`config.mk`:
```
export PLATFORM = sky130hd
export DESIGN_NAME = count_ctrl
export DESIGN_NICKNAME = d
export VERILOG_FILES = /design/src/rtl/count_ctrl_pkg.sv /design/src/rtl/count_ctrl_xr2bit.sv /design/src/rtl/count_ctrl.sv
export SDC_FILE = /design/constraint.sdc
export NUM_CORES = 1
export LEC_CHECK = 0
export ABC_CLOCK_PERIOD_IN_PS = 800
export BUFFER_PORTS_ARGS = -buffer_cell sky130_fd_sc_hd__buf_2
export CELL_PAD_IN_SITES_DETAIL_PLACEMENT = 1
export CELL_PAD_IN_SITES_GLOBAL_PLACEMENT = 1
export CORE_MARGIN = 2
export CORE_UTILIZATION = 31
export DETAILED_ROUTE_END_ITERATION = 6
export PLACE_DENSITY = 0.74
export SLEW_MARGIN = 30
export SYNTH_ARGS = -nofsm -noshare
export SYNTH_HDL_FRONTEND = slang
export SYNTH_HIERARCHICAL = 1
export SYNTH_SLANG_ARGS = --single-unit
```
`constraint.sdc`:
```
create_clock -name vclk -period 0.8
set_input_delay 0.16 -clock vclk [all_inputs]
set_output_delay 0.16 -clock vclk [all_outputs]
set_load 0.05 [all_outputs]
```
`src/rtl/count_ctrl_pkg.sv`:
```
// Shared types and constants for the count_ctrl run sequencer.
// Analog-style levels are carried as fixed-point codes (0 = ground).
package count_ctrl_pkg;

  localparam int XW = 8;
  localparam int TH_SCALE = 256;
  localparam int CW_DEF = 3;

  typedef logic [XW-1:0] xreal_t;

  localparam xreal_t X_GND = '0;

  typedef enum logic [1:0] {
    IDLE,
    RUN,
    DRAIN
  } state_e;

  // Threshold fraction as an integer numerator over TH_SCALE.
  function automatic int th_num(real frac);
    if (frac <= 0.0) return 0;
    if (frac >= 1.0) return TH_SCALE;
    return int'(frac * real'(TH_SCALE));
  endfunction

endpackage

```
`src/rtl/count_ctrl_xr2bit.sv`:
```
// Level comparator: one analog-style node to one logic bit.
// High when the node sits strictly above VTH_FRAC * VDD.
module xr2bit
  import count_ctrl_pkg::*;
#(
  parameter real VTH_FRAC = 0.5
) (
  input  xreal_t x,
  input  xreal_t vdd,
  output logic   b
);

  localparam int NUM = th_num(VTH_FRAC);

  logic [16:0] lhs;
  logic [16:0] rhs;

  assign lhs = {1'b0, x, 8'h00};
  assign rhs = 17'(vdd) * 17'(NUM);
  assign b   = lhs > rhs;

endmodule

```
`src/rtl/count_ctrl.sv`:
```
// Run sequencer for an external ripple-enable counter.
// Enables N counts, checks observed Q every edge, pulses DONE.
module count_ctrl
  import count_ctrl_pkg::*;
#(
  parameter int  CW       = CW_DEF,
  parameter real VTH_FRAC = 0.5
) (
  input  xreal_t          CK,
  input  xreal_t          RN,
  input  xreal_t          VDD,
  input  xreal_t          START,
  input  xreal_t [CW-1:0] STEPS,
  input  xreal_t          PAUSE,
  input  xreal_t          ABORT,
  input  xreal_t [CW-1:0] Q,
  output xreal_t          EN,
  output xreal_t          BUSY,
  output xreal_t          DONE,
  output xreal_t          ERR
);

  logic          ck;
  logic          rn;
  logic          start_b;
  logic          pause_b;
  logic          abort_b;
  logic [CW-1:0] steps_b;
  logic [CW-1:0] q_b;

  xr2bit #(.VTH_FRAC(VTH_FRAC)) u_ck (
    .x(CK), .vdd(VDD), .b(ck)
  );
  xr2bit #(.VTH_FRAC(VTH_FRAC)) u_rn (
    .x(RN), .vdd(VDD), .b(rn)
  );
  xr2bit #(.VTH_FRAC(VTH_FRAC)) u_st (
    .x(START), .vdd(VDD), .b(start_b)
  );
  xr2bit #(.VTH_FRAC(VTH_FRAC)) u_pa (
    .x(PAUSE), .vdd(VDD), .b(pause_b)
  );
  xr2bit #(.VTH_FRAC(VTH_FRAC)) u_ab (
    .x(ABORT), .vdd(VDD), .b(abort_b)
  );

  for (genvar i = 0; i < CW; i++) begin : g_bits
    xr2bit #(.VTH_FRAC(VTH_FRAC)) u_steps (
      .x(STEPS[i]), .vdd(VDD), .b(steps_b[i])
    );
    xr2bit #(.VTH_FRAC(VTH_FRAC)) u_q (
      .x(Q[i]), .vdd(VDD), .b(q_b[i])
    );
  end

  state_e        state_q, state_d;
  logic          en_q, en_d;
  logic          busy_q, busy_d;
  logic          done_q, done_d;
  logic          err_q, err_d;
  logic [CW:0]   rem_q, rem_d;
  logic [CW-1:0] exp_q, exp_d;
  logic          mism;
  logic          last;

  assign mism = q_b != exp_q;
  assign last = en_q && (rem_q == (CW+1)'(1));

  always_comb begin
    state_d = state_q;
    en_d    = en_q;
    busy_d  = busy_q;
    done_d  = 1'b0;
    err_d   = err_q;
    rem_d   = rem_q;
    exp_d   = exp_q;
    if (abort_b) begin
      state_d = IDLE;
      en_d    = 1'b0;
      busy_d  = 1'b0;
    end else begin
      unique case (state_q)
        IDLE: begin
          if (start_b) begin
            state_d = RUN;
            rem_d   = (steps_b == '0)
                    ? {1'b1, {CW{1'b0}}}
                    : {1'b0, steps_b};
            exp_d   = q_b;
            err_d   = 1'b0;
            busy_d  = 1'b1;
            en_d    = 1'b1;
          end
        end
        RUN: begin
          if (mism) err_d = 1'b1;
          if (en_q) begin
            exp_d = exp_q + CW'(1);
            rem_d = rem_q - (CW+1)'(1);
          end
          en_d = !pause_b && !last;
          if (last) state_d = DRAIN;
        end
        DRAIN: begin
          if (mism) err_d = 1'b1;
          done_d  = 1'b1;
          busy_d  = 1'b0;
          en_d    = 1'b0;
          state_d = IDLE;
        end
        default: begin
          state_d = IDLE;
          en_d    = 1'b0;
          busy_d  = 1'b0;
        end
      endcase
    end
  end

  always_ff @(posedge ck or negedge rn) begin
    if (!rn) begin
      state_q <= IDLE;
      en_q    <= 1'b0;
      busy_q  <= 1'b0;
      done_q  <= 1'b0;
      err_q   <= 1'b0;
      rem_q   <= '0;
      exp_q   <= '0;
    end else begin
      state_q <= state_d;
      en_q    <= en_d;
      busy_q  <= busy_d;
      done_q  <= done_d;
      err_q   <= err_d;
      rem_q   <= rem_d;
      exp_q   <= exp_d;
    end
  end

  // Full-rail output levels only.
  assign EN   = en_q   ? VDD : X_GND;
  assign BUSY = busy_q ? VDD : X_GND;
  assign DONE = done_q ? VDD : X_GND;
  assign ERR  = err_q  ? VDD : X_GND;

endmodule

```
* After elaboration in Yosys (flattened, before gate mapping) *
Cells that the tools add are included.

operators by class
  shifts and indexed selects = 0
  multiply operators = 0
  $lt $le $gt $ge = 11
  muxes and demuxes = 25
  divide/modulo/power cells = 0
  reductions and logical operators = 13
  add/subtract/negate cells = 2
  equal/unequal tests = 10
  bitwise gates (word level) = 1

operators by type and width
  kind                                                                 count
  16-bit by 15-bit > comparator with 1-bit output                      11
  8-bit two-way mux                                                    4
  4-bit two-way mux                                                    3
  4-bit case mux with 2 select lines                                   1
  4-bit AND reduction                                                  2
  1-bit two-way mux                                                    7
  2-bit two-way mux                                                    3
  3-bit two-way mux                                                    2
  2-bit != test (second input constant)                                3
  3-bit != test (second input constant)                                2
  1-bit case mux with 2 select lines                                   3
  3-bit case mux with 2 select lines                                   1
  4-bit by 1-bit == test with 1-bit output (second input constant)     1
  2-bit case mux with 2 select lines                                   1
  2-bit AND reduction                                                  2
  2-bit nonzero test                                                   2
  4-bit by 1-bit subtractor with 4-bit output (second input constant)  1
  3-bit by 1-bit adder with 3-bit output (second input constant)       1
  3-bit zero test                                                      1
  3-bit != test                                                        1
  2-bit by 1-bit == test with 1-bit output (second input constant)     1
  2-bit == test (second input constant)                                1
  1-bit logical AND                                                    2
  1-bit zero test                                                      2
  other kinds (4)                                                      4

storage, ports and cells
  logic and storage cells = 69
  memory bits (read-only) = 0
  memory bits (writable) = 0
  flip-flop bits (word level) = 13
  input bits = 96
  output and inout bits = 32
  latch bits = 0
  memories = 0

* Depth between registers and ports, before layout *
Gate-level depths: netlist of run 1.

  depth in word-level cells = 6
  gate-level depth with buffers = 10
  gate-level depth less buffers = 9

* Cells and area by module *
The synthesis of run 1 kept the hierarchy.

modules (own cells, without submodules)
  module      sequential area each (um2)  area an instance (um2)  cells an instance  instances
  xr2bit      0.0                         186.4                   26                 11
  count_ctrl  325.3                       1036.0                  117                1

==> metrics, run 1 <==
Fin. Hold Viols 0; CP endpoint kind output port; worst-path fanout max 9; type of element launching the critical path primary input; VDD IR max 0.0001824 V; post-synth top area cell ha_1; largest net degree at the start of global routing 14; Slowest-stage cell, CP and2_1; Post-DRT Antenna Nets 0; FILL cells between 1000 and 1500; fmax 1220 MHz; Seq cells post-synth 13; Overall Power 2351 uW; Setup violations, final 2; number of global-route vias before repair 3675; Critical Path Max Stage Delay around 0.18 ns; Unique masters post-synth 36; number of register pins that no clock reaches 13; Avg Cell Area, Syn 7.659 um2; Final WS setup -0.01979 ns; Mapped Area 3087 um2; grt total ovfl 0; synthesized-area fraction occupied by adder cells 0.3405; Worst Path Required ~0.64 ns; CP Buf/Inv Count 2; share of cells above drive strength 1 0.3138; Post-Synthesis Net Count 583; Placer Congestion 0.8500; DRC viols 0; Core Region 9729 um2; combinational family with the most area after synthesis adder cells; DR iter-0 viols 78; Synth Area in Simple Gates 0.2594; failing checks negative setup slack; Leak between 0.002 and 0.0025 uW; crit-path cells buf_6 > and2_1 > buf_6; Initial Util 0.3173; Die W 103.8 um; outcome complete, but fails checks; drt wl/cell 16.33 um; worst hold-check path type primary input to output port; compound-cell area share of the yosys netlist 0.1670; buffers added on ports about 130; vias between 3000 and 4000; crit path time final around 0.82 ns; max-slew violations 0; Final period util 1.025; endpoints left unconstrained 13; mux share of post-synthesis cell area 0.01297; post-synthesis xor/xnor area fraction 0.008512; top cells by area, synth ha_1 34%, dfrtp_1 11%, inv_1 10%; utilization after layout 0.4423; register area share after synthesis 0.1054; nets 727; initial antenna violation count 0; pre-CTS WS -0.1567 ns; Post-DP HPWL 9010 um; Power Density about 550 nW/um2; Layout area overhead 39.40%; max cap viols 0; global-route wire length before repair about 18000 um; TritonRoute pass-1 iters 4; Worst-Margin Slew 0.8913 ns; worst hold start VDD[0]; Max transition margin 0.4047; Setup crit start VDD[5]; Cells after Synth 403; die height slightly above 100 um; via/cell ratio 5.103; number of synthesis warnings 6; crit-path most repeated cell buf_6; Synth top area share 0.3405; Arr. time, crit path 0.66 ns; boundary pin count about 130; Worst Setup Path Type primary input to output port; buffer count from post-CTS setup fixing 0; critical path's top delay family buffers and inverters; die area 10770 um2; Setup TNS -0.02751 ns; # diodes 0; Routed Wire Length between 10000 and 15000 um; Site Rows 36; Total Routing Usage GR 0.1959; RSZ-0062 raised after global routing true
## registers in the layout, summed over array words and instances, names as in the netlist
signal / count
done_q: 1
err_q: 1
state_q: 2
rem_q: 4
en_q: 1
exp_q: 3
busy_q: 1
## power breakdown
group / internal [uW] / total (uW) / switching [uW]
clock: 0 / 0 / 0
sequential: 110 / 158 / 47.6
combinational: 968 / 2190 / 1230
## repair_timing
item,in CTS,in global routing
endpoints found under the setup margin,32,21
hold buffers,0,0
resized for setup,70,25
pin swaps,0,0
## tightest hold or removal path: cells and delay by family
family,cells,cell delay (ns)
buffers and inverters,2,0.26
AND/OR/NAND/NOR,1,0.14
## cell families after synthesis
family | count (synthesis)
simple gates | 138
buf+inv | 85
fa+ha+maj | 84
compound gates | 76
flops | 13
mux | 4
xor+xnor | 3
## synth_stat cells (all sizes together)
cell type,number
a311oi,1
nand3b,1
nand2,28
xnor2,3
or3,2
o22ai,1
o31a,1
a211oi,24
nand2b,1
o21ai,5
inv,83
nand4,1
nor2,6
a21oi,29
nor2b,1
a31oi,1
a211o,1
and3,11
o21a,12
nor3,1
nor4bb,1
and2,43
nor4,12
o21bai,1
nand4b,13
mux2i,4
buf,2
nand3,15
dfrtp,13
and2b,2
ha,84
## path summary, 6_finish.rpt
check	end	slack, ns	cells after the start
worst min-delay path	DONE[0]	0.73	3
worst max-delay path	BUSY[5]	-0.02	3
## layer usage
metal | vias to the layer above | track usage | wire length (um)
li1 | 1690 | - | -
met1 | 1648 | 0.2310 | 4608
met2 | 108 | 0.3855 | 5776
met3 | 14 | 0.01762 | 461
met4 | 0 | 0.03378 | 223
met5 | - | 0 | 0
## through the flow
step / instances / instance area [um2] / hold slack (ns)
after floorplan: 403 / 3087 / 0.6048
after global placement: 680 / 4048 / 0.8012
after detailed placement: 680 / 4055 / 0.8003
after CTS: 678 / 4222 / 0.7540
after global routing: 678 / 4303 / 0.7357
final: 678 / 4303 / 0.7261
## cell usage in the layout (no fill, tap or decap), types with 4 or more instances in the layout
master     n
buf_4     20
nand3_1   15
nor4_1    12
buf_6     34
buf_2     88
o21a_1    12
nand4b_1  13
nand2_1   28
and3_1    11
o21ai_0    5
and2_1    24
ha_1      84
a211oi_1  19
inv_1     82
nor2_1     6
and2_4    19
a21oi_1   29
mux2i_1    4
dfrtp_1   13
## layout make-up
type	instances	area [um2]	share of cell area
Multi-Input combinational cell	305	2504	0.5819
Tap cell	133	166.4	0.03867
Sequential cell	13	325.3	0.07560
Timing Repair Buffer	144	996.0	0.2315
Inverter	83	311.5	0.07240
Note: power is estimated with default switching activity, not from simulation.
==> inputs of run 2 (changes only) <==
--- a/config.mk
+++ b/config.mk
@@ -5,6 +5,7 @@
 export SDC_FILE = /design/constraint.sdc
 export NUM_CORES = 1
 export LEC_CHECK = 0
+export ABC_AREA = 1
 export ABC_CLOCK_PERIOD_IN_PS = 800
 export BUFFER_PORTS_ARGS = -buffer_cell sky130_fd_sc_hd__buf_2
 export CELL_PAD_IN_SITES_DETAIL_PLACEMENT = 1
@@ -12,7 +13,7 @@
 export CORE_MARGIN = 2
 export CORE_UTILIZATION = 31
 export DETAILED_ROUTE_END_ITERATION = 6
-export PLACE_DENSITY = 0.74
+export PLACE_DENSITY = 0.76
 export SLEW_MARGIN = 30
 export SYNTH_ARGS = -nofsm -noshare
 export SYNTH_HDL_FRONTEND = slang
==> metrics, run 2 <==
type of element launching the critical path primary input; share of cells above drive strength 1 0.3445; die area ~12000 um2; DR iter-0 viols 102; top flop regs rem_q (4), exp_q (3), state_q (2); Clk pwr share 0; critical path's top delay family buffers and inverters; post-synth top area cell ha_1; Final WS setup -0.02292 ns; Power Density between 400 and 500 nW/um2; TritonRoute pass-1 iters 4; Setup TNS -0.1373 ns; sequential power share 0.047; crit-path cells buf_8 > buf_8 > nand2_2 > inv_2 > buf_8; Async S/R FF share, synth 1.000; placed cells just under 900; CP Buf/Inv Count 4; Arr. time, crit path between 0.6 and 0.7 ns; Mapped Area 3458 um2; endpoints left unconstrained 13; register area share after synthesis 0.09407; Leak between 0.003 and 0.004 uW; crit path time final 0.8229 ns; Synth top area share 0.3039; Site Rows 38; buffers added on ports ~130; Post-DP HPWL just over 10000 um; Routed Wire Length 12820 um; number of global-route vias before repair 4439; Post-Synthesis Net Count 765; top cells by area, synth ha_1 30%, nand2_1 18%, inv_1 18%; most frequent cells after synthesis 164 x nand2_1, 163 x inv_1, 84 x ha_1; drt wl/cell around 14 um; worst hold-check path type primary input to output port; Largest Register rem_q; most frequent cells in the layout 144 x nand2_1, 139 x inv_1, 88 x buf_2; Post-synth EDFFs 0; Critical Path Max Stage Delay 0.14 ns; die height 109.6 um; vias between 4000 and 5000; internal power 1051 uW; Net Sw Power ~1300 uW; DRC viols 0; Placer Congestion roughly 0.84; nets 928; FILL cells 1491; Layout Cells excl Fill 886; outcome complete, but fails checks; ys flop type dfrtp_1; VDD IR max 0.0002374 V; CP endpoint kind output port; Setup crit start VDD[7]; fmax approximately 1200 MHz; Worst-Margin Slew 0.6146 ns; max cap viols 0; hold_buf cts 0; power share of the combinational group 0.953; Setup violations, final 16; switching part of the total 0.5620; most instantiated library cell after synthesis nand2_1; # diodes 0; RSZ-0062 raised after global routing true; boundary pin count between 100 and 150; Cells after Synth 585; failing checks negative setup slack; Worst Path Required 0.64 ns; crit-path most repeated cell buf_8; commonest non-fill, non-tap cell in the layout nand2_1; largest net degree at the start of global routing 14; Seq cells post-synth 13; max FFs per register 4; Post-DRT Antenna Nets 0; Max transition margin 0.5902; Total Routing Usage GR 0.2093; Setup crit end EN[7]; Worst Setup Path Type primary input to output port; number of synthesis warnings 6; cell count along the critical path 5; worst hold slack 0.6940 ns; Slowest-stage cell, CP buf_8; global-route wire length before repair between 20000 and 25000 um; Initial Util 0.3190; worst-path fanout max 6; Core Region 10840 um2; grt total ovfl 0; number of register pins that no clock reaches 13; max-slew violations 0; Final period util 1.029; Avg Cell Area, Syn between 5 and 6 um2; Unique masters post-synth 26; Fin. Hold Viols 0; Die W 109.6 um; Layout area overhead 46.09%; initial antenna violation count 0; via/cell ratio 4.630
==> run 2: cell types whose count changed after synthesis, sizes merged, moves of 10 or more <==
cell,delta
nor3,+10
o21a,-12
a211oi,-24
and2,-43
nor2,+28
clkinv,+11
nor4,-12
and3,-11
nand4b,-13
nand2,+149
inv,+92
==> run 2: worst min path at each step <==
stage	start	to	slack [ns]	cells past startpoint
2_1_floorplan	VDD[0]	BUSY[0]	0.54	2
3_3_place_gp	VDD[3]	EN[3]	0.80	4
3_5_place_dp	VDD[4]	DONE[4]	0.81	4
4_1_cts	VDD[0]	EN[0]	0.71	4
5_1_grt	VDD[0]	EN[0]	0.71	4
6_report	VDD[4]	DONE[4]	0.69	4
==> run 2: power groups by stage <==
stage | logic, uW | registers, uW | clock network [uW]
6_report | 2290 | 113 | 0
5_1_grt | 2590 | 117 | 0
4_1_cts | 2220 | 110 | 0
3_5_place_dp | 2050 | 106 | 0
3_3_place_gp | 1920 | 105 | 0
2_1_floorplan | 1220 | 92.2 | 0
==> run 2: cells by family after synthesis <==
group,count (synthesis),share of synthesized area
adders and majority gates,84,0.3039
xor gates and xnor gates,5,0.01266
AOI/OAI and AO/OA,47,0.07453
buffers and inverters,191,0.2098
DFF,13,0.09407
and+or+nand+nor,245,0.3050
==> run 2: routing by layer <==
layer / vias up / GRT usage / share of wire
li1: 2056 / - / -
met1: 1952 / 0.2401 / 0.41
met2: 90 / 0.4343 / 0.54
met3: 4 / 0.01600 / 0.043
met4: 0 / 0.007233 / 0.0030
met5: - / 0 / 0
==> run 2: final cells by class <==
type | instances | area (um2) | area share
Multi-Input combinational cell | 381 | 2511 | 0.4970
Timing Repair Buffer | 166 | 1335 | 0.2642
Inverter | 186 | 705.7 | 0.1397
Sequential cell | 13 | 325.3 | 0.06439
Tap cell | 140 | 175.2 | 0.03467
==> run 2: tightest hold or removal path, cell delays in order <==
cell and delay (ns):
buf_6 0.12, nand2_1 0.06, inv_1 0.05, buf_6 0.14
==> run 2: repair_timing <==
action | in CTS | in global routing
pin swaps | 0 | 0
gates resized for setup | 131 | 44
setup endpoints to repair | 32 | 30
buffers inserted | 8 | 2
cloned | 0 | 0
==> run 2: metrics by stage <==
step,util,cell area [um2],setup WS (ns),power [uW]
global placement,0.4111,4457,-0.2043,2028
CTS,0.4496,4873,-0.007242,2328
finish,0.4661,5052,-0.02292,2399
detailed placement,0.4111,4457,-0.1902,2159
floorplan,-,3458,0.1247,1314
global route,0.4661,5052,-0.04137,2706
